[config.mk]
export PLATFORM = sky130hd
export DESIGN_NAME = uart_prog_loader
export DESIGN_NICKNAME = d
export VERILOG_FILES = /design/src/rtl/uart_prog_loader_pkg.sv /design/src/rtl/uart_rx_byte.sv /design/src/rtl/uart_prog_loader.sv
export SDC_FILE = /design/constraint.sdc
export NUM_CORES = 1
export LEC_CHECK = 0
export BUFFER_PORTS_ARGS = -buffer_cell sky130_fd_sc_hd__buf_4
export CORE_MARGIN = 10
export CORE_UTILIZATION = 35
export CTS_BUF_LIST = sky130_fd_sc_hd__clkbuf_4
export CTS_CLUSTER_DIAMETER = 80
export CTS_CLUSTER_SIZE = 30
export DETAILED_ROUTE_END_ITERATION = 6
export RECOVER_POWER = 50
export SYNTH_ARGS = -nofsm -noshare
export SYNTH_HDL_FRONTEND = slang
export SYNTH_HIERARCHICAL = 1
export SYNTH_SLANG_ARGS = --single-unit
[constraint.sdc]
create_clock -name clk -period 5.6 [get_ports clk]
set_clock_uncertainty 0.2 [all_clocks]
set_input_delay 0.56 -clock clk [delete_from_list [all_inputs] [get_ports clk]]
set_output_delay 0.56 -clock clk [all_outputs]
set_load 0.01 [all_outputs]
[src/rtl/uart_prog_loader_pkg.sv]
// Shared types and constants for the UART program loader.
package uart_prog_loader_pkg;

  // Frame-level loader states
  typedef enum logic [2:0] {
    ST_IDLE,
    ST_CMD,
    ST_LEN0,
    ST_LEN1,
    ST_DATA,
    ST_DONE,
    ST_ERR
  } state_t;

  // Serial byte receiver states
  typedef enum logic [1:0] {
    RX_IDLE,
    RX_START,
    RX_DATA,
    RX_STOP
  } rx_state_t;

  // Target memory select carried in upg_adr_o[14]
  localparam logic UPG_SEL_IMEM = 1'b0;
  localparam logic UPG_SEL_DMEM = 1'b1;

  localparam logic [31:0] ZERO_WORD = '0;

endpackage

[src/rtl/uart_rx_byte.sv]
// 8N1 serial byte receiver: 2-FF synchronizer, mid-bit sampling,
// false-start rejection and stop-bit framing check.
module uart_rx_byte
  import uart_prog_loader_pkg::*;
#(
  parameter int unsigned CLK_FREQ = 10_000_000,
  parameter int unsigned BAUD     = 128_000
) (
  input  logic       clk,
  input  logic       rst,
  input  logic       rx_i,
  output logic [7:0] byte_o,
  output logic       byte_vld_o,
  output logic       frame_err_o
);

  localparam int unsigned BIT  = CLK_FREQ / BAUD;
  localparam int unsigned HALF = BIT / 2;
  localparam int unsigned CW   = $clog2(BIT + 1);

  logic          rx_m;
  logic          rx_s;
  logic          rx_d;
  rx_state_t     st;
  rx_state_t     st_nx;
  logic [CW-1:0] cnt;
  logic [2:0]    bit_idx;
  logic [7:0]    shreg;
  logic          tick;

  // Synchronize the pin and keep one extra stage for falling-edge detection
  always_ff @(posedge clk or negedge rst) begin
    if (!rst) begin
      rx_m <= 1'b1;
      rx_s <= 1'b1;
      rx_d <= 1'b1;
    end else begin
      rx_m <= rx_i;
      rx_s <= rx_m;
      rx_d <= rx_s;
    end
  end

  // State register
  always_ff @(posedge clk or negedge rst) begin
    if (!rst) st <= RX_IDLE;
    else      st <= st_nx;
  end

  // Next-state logic: start-bit check at half a bit, then one sample per bit
  always_comb begin
    st_nx = st;
    unique case (st)
      RX_IDLE:  if (!rx_s && rx_d) st_nx = RX_START;
      RX_START: if (tick) st_nx = rx_s ? RX_IDLE : RX_DATA;
      RX_DATA:  if (tick && bit_idx == 3'd7) st_nx = RX_STOP;
      RX_STOP:  if (tick) st_nx = RX_IDLE;
      default:  st_nx = RX_IDLE;
    endcase
  end

  // Sample strobe: half a bit into the start bit, full bit periods afterwards
  always_comb begin
    tick = 1'b0;
    unique case (st)
      RX_START:         tick = (cnt == CW'(HALF - 1));
      RX_DATA, RX_STOP: tick = (cnt == CW'(BIT - 1));
      default:          tick = 1'b0;
    endcase
  end

  // Bit timer, data shifter and registered byte outputs
  always_ff @(posedge clk or negedge rst) begin
    if (!rst) begin
      cnt         <= '0;
      bit_idx     <= '0;
      shreg       <= '0;
      byte_o      <= '0;
      byte_vld_o  <= 1'b0;
      frame_err_o <= 1'b0;
    end else begin
      byte_vld_o  <= 1'b0;
      frame_err_o <= 1'b0;
      if (st == RX_IDLE || tick) cnt <= '0;
      else                       cnt <= cnt + 1'b1;
      if (st == RX_START) bit_idx <= '0;
      if (st == RX_DATA && tick) begin
        shreg   <= {rx_s, shreg[7:1]};
        bit_idx <= bit_idx + 1'b1;
      end
      if (st == RX_STOP && tick) begin
        byte_o      <= shreg;
        byte_vld_o  <= 1'b1;
        frame_err_o <= !rx_s;
      end
    end
  end

endmodule

[src/rtl/uart_prog_loader.sv]
// UART programming-port writer: parses CMD/LEN/DATA frames and emits
// little-endian 32-bit word writes to instruction ROM or data RAM.
module uart_prog_loader
  import uart_prog_loader_pkg::*;
#(
  parameter int unsigned CLK_FREQ  = 10_000_000,
  parameter int unsigned BAUD      = 128_000,
  parameter int unsigned MAX_WORDS = 16384
) (
  input  logic        clk,
  input  logic        rst,
  input  logic        start_i,
  input  logic        rx_i,
  output logic        upg_rst_o,
  output logic        upg_wen_o,
  output logic [14:0] upg_adr_o,
  output logic [31:0] upg_dat_o,
  output logic        upg_done_o,
  output logic        err_o
);

  logic [7:0]  rx_byte;
  logic        byte_vld;
  logic        frame_err;
  logic        byte_ok;
  logic        byte_bad;

  state_t      state;
  state_t      state_nx;
  logic        sel;
  logic [7:0]  len_lo;
  logic [14:0] len;
  logic [15:0] len_full;
  logic [23:0] word;
  logic [1:0]  lane;
  logic [14:0] wr_cnt;

  uart_rx_byte #(
    .CLK_FREQ(CLK_FREQ),
    .BAUD    (BAUD)
  ) u_rx (
    .clk        (clk),
    .rst        (rst),
    .rx_i       (rx_i),
    .byte_o     (rx_byte),
    .byte_vld_o (byte_vld),
    .frame_err_o(frame_err)
  );

  assign byte_ok  = byte_vld && !frame_err;
  assign byte_bad = byte_vld && frame_err;
  assign len_full = {rx_byte, len_lo};

  // State register
  always_ff @(posedge clk or negedge rst) begin
    if (!rst) state <= ST_IDLE;
    else      state <= state_nx;
  end

  // Next-state logic for the frame parser
  always_comb begin
    state_nx = state;
    unique case (state)
      ST_IDLE, ST_DONE, ST_ERR: if (start_i) state_nx = ST_CMD;
      ST_CMD: begin
        if (byte_bad) state_nx = ST_ERR;
        else if (byte_ok) state_nx = (rx_byte[7:1] != '0) ? ST_ERR : ST_LEN0;
      end
      ST_LEN0: begin
        if (byte_bad)     state_nx = ST_ERR;
        else if (byte_ok) state_nx = ST_LEN1;
      end
      ST_LEN1: begin
        if (byte_bad) state_nx = ST_ERR;
        else if (byte_ok) begin
          if (len_full == '0)                 state_nx = ST_DONE;
          else if (len_full > 16'(MAX_WORDS)) state_nx = ST_ERR;
          else                                state_nx = ST_DATA;
        end
      end
      // wr_cnt is bumped on the same edge that raises the strobe, so the
      // final-write test sees the post-increment count.
      ST_DATA: begin
        if (byte_bad)                          state_nx = ST_ERR;
        else if (upg_wen_o && wr_cnt == len)   state_nx = ST_DONE;
      end
      default: state_nx = ST_IDLE;
    endcase
  end

  // Status outputs decoded from the state
  always_comb begin
    upg_rst_o  = (state == ST_IDLE) || (state == ST_DONE) || (state == ST_ERR);
    upg_done_o = (state == ST_DONE);
    err_o      = (state == ST_ERR);
  end

  // Header capture, word assembly and write strobe generation
  always_ff @(posedge clk or negedge rst) begin
    if (!rst) begin
      sel       <= UPG_SEL_IMEM;
      len_lo    <= '0;
      len       <= '0;
      word      <= '0;
      lane      <= '0;
      wr_cnt    <= '0;
      upg_wen_o <= 1'b0;
      upg_adr_o <= '0;
      upg_dat_o <= ZERO_WORD;
    end else begin
      upg_wen_o <= 1'b0;
      unique case (state)
        ST_IDLE, ST_DONE, ST_ERR: begin
          if (start_i) begin
            wr_cnt <= '0;
            lane   <= '0;
            sel    <= UPG_SEL_IMEM;
          end
        end
        ST_CMD:  if (byte_ok) sel    <= rx_byte[0];
        ST_LEN0: if (byte_ok) len_lo <= rx_byte;
        ST_LEN1: if (byte_ok) len    <= len_full[14:0];
        ST_DATA: begin
          if (byte_ok) begin
            lane <= lane + 1'b1;
            unique case (lane)
              2'd0: word[7:0]   <= rx_byte;
              2'd1: word[15:8]  <= rx_byte;
              2'd2: word[23:16] <= rx_byte;
              default: begin
                upg_wen_o <= 1'b1;
                upg_dat_o <= {rx_byte, word};
                upg_adr_o <= {sel, wr_cnt[13:0]};
                wr_cnt    <= wr_cnt + 1'b1;
              end
            endcase
          end
        end
        default: ;
      endcase
    end
  end

endmodule

After elaboration in Yosys (flattened, before gate mapping). Cells that the tools add are included.

Logic and storage cells: 127. Latch bits: 0. ROM bits: 0. Bits in writable memories: 0. Memories kept: 0. Bits in registers: 149.

Eq/ne operators: 27. Div/mod/pow operators: 0. Reductions and logical operators: 34. Bitwise gates (word level): 1. Shift-type cells: 0. $lt $le $gt $ge: 1. Multiply operators: 0. Multiplexer cells: 38. Add/subtract/negate cells: 4.

Operator list (count): $mux W15 (3); $mux W3 (12); $pmux W15 S2 (1); $mux W2 (9); $reduce_and A3 Y1 (6); $gt A16 B15 Y1 const B (1); $logic_not A16 Y1 (1); $add A15 B1 Y15 const B (1); $eq A15 B15 Y1 (1); $pmux W3 S5 (1); $eq A3 B3 Y1 const B (4); $ne A3 B3 Y1 const B (4); $ne A2 B1 Y1 const B (4); $ne A2 B2 Y1 const B (4); $pmux W2 S4 (1); $reduce_and A4 Y1 (2); $add A7 B1 Y7 const B (1); $eq A7 B6 Y1 const B (1); $eq A7 B7 Y1 const B (1); $logic_and A1 B1 Y1 (7); $mux W1 (7); $mux W7 (1); $reduce_bool A7 Y1 (1); $eq A2 B2 Y1 const B (3); 17 further kinds (28).

Depth between registers and ports, before layout. Gate-level depths: netlist of the first run.

Depth after elaboration: 6. Depth in mapped cells: 8. Depth with buffers taken out: 6.

Hierarchy. The synthesis of the first run kept the hierarchy.

Modules (own cells, without submodules): uart_prog_loader (cells each 479, seq. area each 2902.8 um^2, area an instance 5126.2 um^2, instances 1); uart_rx_byte (cells each 104, seq. area each 829.5 um^2, area an instance 1435.1 um^2, instances 1).

Worst setup path after synthesis of the first run. Ideal clock, no wire load.

Path kind: flip-flop to output port. Start point: register state[0]. End point: output upg_done_o. Stages on the path, launching flop included: 4. Required time: 4.840 ns. Slack: 3.640 ns. Data arrival time: 1.200 ns. Cell sequence: dfrtp_1 buf_2 clkbuf_1 and3_1.

Longest elaborated chain between the ends: 1.

Ends and longest elaborated chain: start, declared (line uart_prog_loader.sv:28) `state_t state;`; start signal, assigned (line uart_prog_loader.sv:57) `else state <= state_nx;`; $eq A3 B3 Y1 (line uart_prog_loader.sv:94) `upg_done_o = (state == ST_DONE);`; end, declared (line uart_prog_loader.sv:18) `output logic upg_done_o,`.

No other way between the ends.

==> results of run 1 <==
-- timing repair --
action,CTS,global route
endpoints found under the setup margin,0,0
gates resized for setup,0,0
buffers inserted,0,0
endpoints found under the hold margin,100,0
hold buffers,2,0
-- layer usage --
layer / up-vias / GRT usage
li1: 2088 / -
met5: - / 0
met1: 2168 / 0.145
met2: 76 / 0.199
met4: 0 / 0.0490
met3: 15 / 0.0325
-- sequential cells by signal, summed over array words and instances, names as in the netlist, 2 cells and up, named ones only --
signal        count
lane              2
upg_dat_o        32
wr_cnt           15
len              15
upg_adr_o        15
u_rx/bit_idx      3
len_lo            8
u_rx/cnt          7
word             24
u_rx/byte_o       8
state             3
u_rx/shreg        8
-- layout make-up --
cell class | count | share of cell area
Multi-Input combinational cell | 403 | 0.364
Clock buffer | 17 | 0.0177
Antenna cell | 2 | 0.000693
Clock inverter | 14 | 0.0187
Tap cell | 234 | 0.0406
Inverter | 8 | 0.00416
Sequential cell | 149 | 0.517
Timing Repair Buffer | 59 | 0.0367
-- worst max-delay path by stage --
stage | cells after the start | slack, ns | endpoint | from
floorplan | 3 | 3.64 | upg_done_o | state[0]$_DFFE_PN0P_
global placement | 4 | 3.18 | len[11]$_DFFE_PN0P_ | state[1]$_DFFE_PN0P_
detailed placement | 4 | 3.07 | len[10]$_DFFE_PN0P_ | state[1]$_DFFE_PN0P_
CTS | 3 | 2.74 | err_o | state[1]$_DFFE_PN0P_
global route | 3 | 1.79 | u_rx/cnt[4]$_DFF_PN0_ | rst
finish | 3 | 2.34 | u_rx/cnt[4]$_DFF_PN0_ | rst
-- logic make-up (layout without fill, tap and decap cells) --
| logic type | after synthesis | in the layout | share of synthesized area |
|---|---|---|---|
| xor+xnor | 31 | 31 | 0.0425 |
| fa+ha+maj | 8 | 8 | 0.0153 |
| mux | 67 | 67 | 0.115 |
| flops | 149 | 149 | 0.569 |
| buf+inv | 31 | 98 | 0.0214 |
| compound gates | 50 | 50 | 0.0536 |
| simple gates | 247 | 247 | 0.184 |
| other cells | 0 | 2 | 0 |
-- per-stage QoR --
step | hold WS (ns) | utilization | setup WS, ns | power, W | instance area, um^2
global route | 0.158 | 0.389 | 1.79 | 0.00229 | 7220
floorplan | 0.0644 | - | 3.64 | 0.00148 | 6560
detailed placement | 0.147 | 0.386 | 3.07 | 0.00156 | 7180
finish | 0.169 | 0.389 | 2.34 | 0.00217 | 7220
global placement | 0.146 | 0.386 | 3.18 | 0.00155 | 7180
CTS | 0.133 | 0.402 | 2.74 | 0.00222 | 7460
-- synthesized netlist by cell type (all sizes together), types with 3 or more instances --
library cell	number
a21o	3
a21oi	16
and2	4
buf	12
clkbuf	11
dfrtp	146
dfstp	3
ha	8
inv	7
mux2	65
nand2	156
nand3	16
nand4	9
nor2	25
nor3	7
nor3b	5
nor4	6
o211ai	3
o21ai	14
o22ai	3
xnor2	23
xor2	8
-- power by group --
group / switching (W) / internal (W) / leakage, nW
Clock: 0.000385 / 0.000260 / 0.147
Combinational: 0.000151 / 0.000126 / 1.33
Sequential: 0.000119 / 0.00113 / 2.05
==> qor.yml, run 1 <==
tightest_slew_ns: 2.50
drive_gt1_frac: 0.178
critPathLaunchType: "input pin"
dieArea_um2: 24600
holdPathEnd: "u_rx/rx_s$_DFF_PN1_"
rsz0062_at_grt: "no"
setup_viol: 0
hp-start: "u_rx/rx_m$_DFF_PN1_"
hold_class: "flip-flop to flip-flop"
fmax_ghz: 0.307
fp.dieH_um: 157
yosysTopAreaCellShare: 0.557
grt.total_usage: 0.120
multiInputGateArea_um2: 2630
io_pins: 55
synth_area_um2: 6560
yosysWarnings: 6
cp_slowest_stage_delay_ns: 1.72
grt_pass1_vias: 4566
grt_overflow: 0
wl_per_cell_um: 15.8
hold_viol: 0
placed_cells: 851
detail_route.drc_violations: 0
r2r-end: "wr_cnt[13]$_DFFE_PN0P_"
clkSlewWorstSetupHoldPaths_ns: 0.12
ff_latch_area_um2: 3730
fin_nets: 650
vias_per_cell: 4.91
slowest_stage: "clkbuf_2"
timing.setup.tns_ns: 0
async_reset_ff_frac: 1.00
p_leak_nw: 3.53
ys_seq_area_frac: 0.569
required_ns: 6.05
gp_routability_congestion: 0.820
rr_startpoint: "state[0]$_DFFE_PN0P_"
crit_path_end_kind: "async pin"
portBuffers: 54
vias: 4347
row_count: 50
synth_area_leader_cell: "dfrtp_1"
worst-path-buf-inv: 3
cts_sinks: 149
met3_length_um: 596
tritoncts: "yes"
crit_family: "buffers and inverters"
min_period_ns: 3.26
final_common_cell: "nand2_1"
htree_levels: 4
wl_met2_um: 6950
met1_length_um: 6240
violations: "max-capacitance violations, max-slew violations"
antenna_found_initial: 2
grt_pass1_wl_um: 23400
n_fill_cell: 1856
first_pass_iters: 4
ant_nets: 0
core_um2: 18600
initial_core_util: 0.353
chipWidth_um: 157
hold_path_depth: 0
cap_violations: 1
drtIter0Drc: 231
r2r_setup_slack_ns: 2.96
synth_seq_cells: 149
syn_area_per_cell_um2: 11.3
areaGrowthSynthToFinish_pct: 10.0
dpl.hpwl_um: 9590
status: "complete, but fails checks"
critical_path.cell_chain: "dlygate4sd3_1, clkbuf_2, buf_4"
path_class: "input pin to async pin"
root_buffer: "clkbuf_4"
synth_enable_flop_cells: 0
arrival_ns: 3.71
slew_violations: 104
drt_wl_total_um: 14000
cts_buffers: 17
synth.area.top_cells: "dfrtp_1 56%, mux2_2 11%, nand2_1 8.9%"
path_max_fanout: 103
final_cells: 886
top_layer: "met4"
clk_latency_ns: 0.55
rr_worst_depth: 6
cts_buffer_depth: 2
synth_nets: 595
ys_types: 59
grt_max_degree: 104
ys.flop_type: "dfrtp_1"
fin_crit_sh: 0.582
powerDensity_nw_per_um2: 301
vdd_ir_drop_max_v: 0.000127
final_cell_mix: "156 x nand2_1, 146 x dfrtp_1, 64 x mux2_2"
slew_headroom: -0.667
synthCells: 583
No activity file was read; power rests on OpenSTA's default activity.
==> run 2: changes to the inputs <==
clock period = 3.4 ns   (was 5.6 ns; I/O delays follow)
==> run 2 against run 1 <==
- the flow still finishes with violations (max-capacitance violations, max-slew violations)
- die area unchanged
- wire length rose by 0.78%
- via count is 2.0% higher
- setup slack got worse by 1.6 ns
- clock power is 100% higher
- sequential power increased by 64%
- sequential cell count did not move
- critical path depth stayed put
- hold slack improved by 0.00093 ns
- sequential share of layout area is 1.9 points lower
- critical path type is now flip-flop to primary output
- highest routed layer unchanged
==> qor.yml, run 2 (synthesis results as in run 1) <==
swShare: 0.289  # -0.0129
clkSlewWorstSetupHoldPaths_ns: 0.12  # about the same
power_frac_clock: 0.337  # +0.040
drtIter0Drc: 300  # +30%
powerDensity_nw_per_um2: 514  # +71%
grt_pass1_vias: 4557  # -0.20%
fin_area_um2: 7500  # +3.9%
vias_per_cell: 4.98  # +1.5%
grt_pass1_wl_um: 23500  # +0.15%
multiInputGateArea_um2: 2690  # +2.4%
r2r_setup_slack_ns: 0.85  # -2.11 ns
portBuffers: 54  # unchanged
critical_path.cell_chain: "inv_1, nor3b_1, buf_4"
ant_nets: 0  # unchanged
antenna_found_initial: 1  # -1
crit_path_end_kind: "primary output"
root_buffer: "clkbuf_4"
core_um2: 18600  # unchanged
final_cell_mix: "156 x nand2_1, 146 x dfrtp_1, 64 x mux2_2"
cts_buffers: 17  # unchanged
ff_latch_area_um2: 3730  # unchanged
fin_nets: 654  # +0.62%
required_ns: 2.86  # -3.19 ns
grt_max_degree: 76  # -27%
fmax_ghz: 0.380
path_max_fanout: 15  # -85%
chipWidth_um: 157  # unchanged
holdPathEnd: "u_rx/rx_s$_DFF_PN1_"
arrival_ns: 2.09  # -1.62 ns
r2r-end: "len[13]$_DFFE_PN0P_"
hold_viol: 0  # unchanged
intPower_w: 0.00274  # +81%
violations: "max-capacitance violations, max-slew violations"
detail_route.drc_violations: 0  # unchanged
clk_latency_ns: 0.56  # about the same
cap_violations: 1  # unchanged
hp-start: "u_rx/rx_m$_DFF_PN1_"
n_fill_cell: 1798  # -3.1%
drive_gt1_frac: 0.234  # +0.0551
combPwrFrac: 0.131  # +0.003
rsz0062_at_grt: "no"
path_class: "flip-flop to primary output"
layout_setup_ws_ns: 0.769  # -1.57 ns
areaGrowthSynthToFinish_pct: 14.3
io_pins: 55  # unchanged
grt_overflow: 0  # unchanged
fp.dieH_um: 157  # unchanged
rr_worst_depth: 4  # -2
slew_violations: 75  # -28%
top_register: "upg_dat_o"
tritoncts: "yes"
gp_routability_congestion: 0.875  # +6.8%
fin_crit_sh: 0.774
row_count: 50  # unchanged
hold_class: "flip-flop to flip-flop"
hold_path_depth: 0  # unchanged
ctsHoldBuffers: 3  # +1
status: "complete, but fails checks"
dpl.hpwl_um: 9740  # +1.6%
setup_viol: 0  # unchanged
grt.total_usage: 0.121  # +0.000408
reg_top3: "upg_dat_o: 32 flops, word: 24 flops"
drt_wl_total_um: 14100  # +0.78%
first_pass_iters: 4  # unchanged
cts_sinks: 149  # unchanged
cp_slowest_stage_delay_ns: 0.70  # -1.02 ns
pwr-share-seq: 0.532  # -0.044
slowest_stage: "dfrtp_1"
p_sw_w: 0.00111  # +70%
dpl_cell_area_um2: 7220  # +0.49%
vias: 4433  # +2.0%
hold_slack_ns: 0.170  # +0.000927 ns
cts-resized-gates: 0  # unchanged
timing.setup.tns_ns: 0  # unchanged
dieArea_um2: 24600  # unchanged
post-place-ws_ns: 0.891  # -2.18 ns
critPathLaunchType: "flip-flop"
cts_setup_buffers: 0  # unchanged
vdd_ir_drop_max_v: 0.000344  # +170%
tightest_slew_ns: 1.89  # -0.613 ns
rr_startpoint: "state[1]$_DFFE_PN0P_"
initial_core_util: 0.353  # unchanged
slew_headroom: -0.258  # +0.409
htree_levels: 4  # unchanged
wl_per_cell_um: 15.9  # +0.32%
final_common_cell: "nand2_1"
min_period_ns: 2.63
final_core_util: 0.404  # +0.0151
cts_buffer_depth: 2  # unchanged
p_leak_nw: 3.72  # +5.5%
largest_reg_flops: 32  # unchanged
[run 2: cell count changes in the layout (fill, tap and decap cells not counted), moves of 2 or more]
cell | previous run | this run
bufinv_16 | 2 | 5
inv_6 | 3 | 1
clkinv_2 | 5 | 0
nand4b_1 | 2 | 0
clkinvlp_4 | 1 | 5
nor3b_1 | 5 | 3
clkbuf_1 | 48 | 22
buf_4 | 7 | 34
[run 2: how the worst max path moves through the flow]
stage / endpoint / from
global route: wr_cnt[8]$_DFFE_PN0P_ / rst
detailed placement: len[7]$_DFFE_PN0P_ / state[1]$_DFFE_PN0P_
CTS: err_o / state[1]$_DFFE_PN0P_
global placement: len[11]$_DFFE_PN0P_ / state[1]$_DFFE_PN0P_
finish: err_o / state[1]$_DFFE_PN0P_
floorplan: state[2]$_DFFE_PN0P_ / state[1]$_DFFE_PN0P_
[run 2: through the flow]
| stage | power [W] | instances |
|---|---|---|
| 2_1_floorplan | 0.00243 | 583 |
| 3_3_place_gp | 0.00255 | 854 |
| 3_5_place_dp | 0.00259 | 854 |
| 4_1_cts | 0.00389 | 889 |
| 5_1_grt | 0.00406 | 890 |
| 6_report | 0.00386 | 890 |
[run 2: final cells by class]
| class | count | area share |
|---|---|---|
| clock buffer | 18 | 0.0180 |
| inverter | 8 | 0.00400 |
| timing repair buffer | 63 | 0.0541 |
| clock inverter | 14 | 0.0277 |
| tap | 234 | 0.0390 |
| sequential | 149 | 0.498 |
| antenna | 1 | 0.000334 |
| multi-input combinational | 403 | 0.359 |
[run 2: worst max-delay path, delay by kind of cell, from the launching register on]
family,cells,cell delay [ns]
flip-flops,1,0.70
buffers and inverters,2,0.45
AND/OR/NAND/NOR,1,0.39
[run 2: metal layers]
metal / track usage / up-vias / routed length [um]
met1: 0.145 / 2239 / 6220
met5: 0 / - / 0
met3: 0.0393 / 13 / 674
met2: 0.198 / 71 / 7080
met4: 0.0418 / 0 / 163
li1: - / 2110 / -
[run 2: power by group through the flow]
| stage | sequential [W] | clock (W) | combinational, W |
|---|---|---|---|
| after detailed placement | 0.00208 | 0 | 0.000502 |
| after global routing | 0.00208 | 0.00141 | 0.000575 |
| after CTS | 0.00205 | 0.00134 | 0.000507 |
| after global placement | 0.00208 | 0 | 0.000480 |
| final | 0.00205 | 0.00130 | 0.000505 |
| after floorplan | 0.00199 | 0 | 0.000440 |
==> run 3: changes to the inputs <==
clock period = 2.5 ns   (was 3.4 ns; I/O delays follow)
==> run 3 against run 2 <==
- the run now ends clean
- wire length is 0.64% higher
- via count down 1.6%
- sequential power is 33% higher
- total power is 26% higher
- cell count up 1.5%
==> qor.yml, run 3 (synthesis results as in run 1) <==
status: "finished, final reports clean"
grt_overflow: 0  # unchanged
p_leak_nw: 3.63  # -2.6%
min_period_ns: 2.26
cap_violations: 0  # -1
crit_cells: 4  # +1
chipWidth_um: 157  # unchanged
reg_top3: "upg_dat_o: 32 flops, word: 24 flops"
top_register: "upg_dat_o"
drive_gt1_frac: 0.202  # -0.0318
wl_per_cell_um: 15.8  # -0.81%
fmax_ghz: 0.442
rsz0062_at_grt: "no"
dpl_cell_area_um2: 7310  # +1.2%
cp_slowest_stage_delay_ns: 0.41  # -0.29 ns
antennaDiodeCount: 0  # -1
critPathLaunchType: "flip-flop"
hold_viol: 0  # unchanged
crit_family: "flip-flops"
slew_headroom: 0.570  # +0.828
antenna_found_initial: 0  # -1
io_pins: 55  # unchanged
vias: 4364  # -1.6%
root_buffer: "clkbuf_4"
cts_sinks: 149  # unchanged
worst-path-buf-inv: 2  # unchanged
grt.total_usage: 0.122  # +0.00120
fin_area_um2: 7400  # -1.4%
final_cell_mix: "156 x nand2_1, 146 x dfrtp_1, 64 x mux2_2"
tritoncts: "yes"
final_common_cell: "nand2_1"
first_pass_iters: 4  # unchanged
critical_path.cell_chain: "buf_4, nor3_1, a21o_1, buf_4"
cts_buffers: 17  # unchanged
fp.dieH_um: 157  # unchanged
core_um2: 18600  # unchanged
grt_pass1_vias: 4662  # +2.3%
gp_routability_congestion: 0.840  # -4.1%
vdd_ir_drop_max_v: 0.000296  # -14%
path_max_fanout: 14  # -1
dpl.hpwl_um: 10100  # +3.9%
cts_setup_buffers: 0  # unchanged
vias_per_cell: 4.83  # -3.0%
n_fill_cell: 1816  # +1.0%
arrival_ns: 1.81  # -0.28 ns
clk_latency_ns: 0.55  # about the same
fin_nets: 668  # +2.1%
dieArea_um2: 24600  # unchanged
tightest_slew_ns: 0.646  # -1.24 ns
final_core_util: 0.398  # -0.00559
ctsHoldBuffers: 5  # +2
initial_core_util: 0.353  # unchanged
largest_reg_flops: 32  # unchanged
hold_path_depth: 2  # +2
portBuffers: 54  # unchanged
grt_pass1_wl_um: 23900  # +1.8%
ff_latch_area_um2: 3730  # unchanged
timing.setup.tns_ns: 0  # unchanged
required_ns: 2.05  # -0.81 ns
slowest_stage: "dfrtp_1"
row_count: 50  # unchanged
slew_violations: 0  # -100%
hold_class: "input pin to flip-flop"
drt_wl_total_um: 14200  # +0.64%
drtIter0Drc: 257  # -14%
setup_viol: 0  # unchanged
crit_path_end_kind: "primary output"
path_class: "flip-flop to primary output"
clkSlewWorstSetupHoldPaths_ns: 0.12  # about the same
grt_max_degree: 66  # -13%
rr_worst_depth: 4  # unchanged
areaGrowthSynthToFinish_pct: 12.7
detail_route.drc_violations: 0  # unchanged
ant_nets: 0  # unchanged
multiInputGateArea_um2: 2670  # -0.79%
cts-resized-gates: 0  # unchanged
fin_crit_sh: 0.905
cts_buffer_depth: 2  # unchanged
htree_levels: 4  # unchanged
powerDensity_nw_per_um2: 656  # +27%
critPathMostFrequentCell: "buf_4"
-- run 3: layer usage --
metal  GRT usage  share of wire  vias to the layer above
met2       0.202           0.49                       65
met1       0.148           0.45                     2153
met3      0.0382          0.040                       15
met5           0              0                        -
li1            -              -                     2131
met4      0.0364          0.015                        0
-- run 3: path summary, 6_finish.rpt --
check	startpoint	to	slack, ns
worst min register to register	u_rx/rx_m$_DFF_PN1_	u_rx/rx_s$_DFF_PN1_	0.18
worst max-delay path	state[1]$_DFFE_PN0P_	upg_rst_o	0.24
worst max register to register	u_rx/cnt[1]$_DFF_PN0_	u_rx/byte_o[3]$_DFFE_PN0P_	0.30
max in group asynchronous	rst	u_rx/byte_o[6]$_DFFE_PN0P_	0.61
min in group asynchronous	rst	len_lo[4]$_DFFE_PN0P_	0.56
worst min-delay path	rx_i	u_rx/rx_m$_DFF_PN1_	0.15
-- run 3: stage by stage --
stage	hold WS [ns]	power [W]	worst slack, ns	instances
after floorplan	-0.246	0.00331	0.602	583
after global routing	0.103	0.00514	0.0738	903
after CTS	0.0978	0.00493	0.166	903
final	0.155	0.00485	0.237	903
after global placement	0.0416	0.00351	0.405	866
after detailed placement	0.0505	0.00355	0.362	866
-- run 3: layout make-up --
type,count,area share
well taps,234,0.0396
repair buffers,77,0.0568
clock buffers,18,0.0183
flip-flops and latches,149,0.505
clock inverters,14,0.0152
inverters,8,0.00406
multi-input cells,403,0.361
-- run 3: where the power goes --
part           switching, W  total [W]  leakage [nW]  internal [W]
Combinational      0.000448   0.000770          1.45      0.000322
Sequential         0.000186    0.00272          2.05       0.00253
Clock              0.000866    0.00136         0.127      0.000492
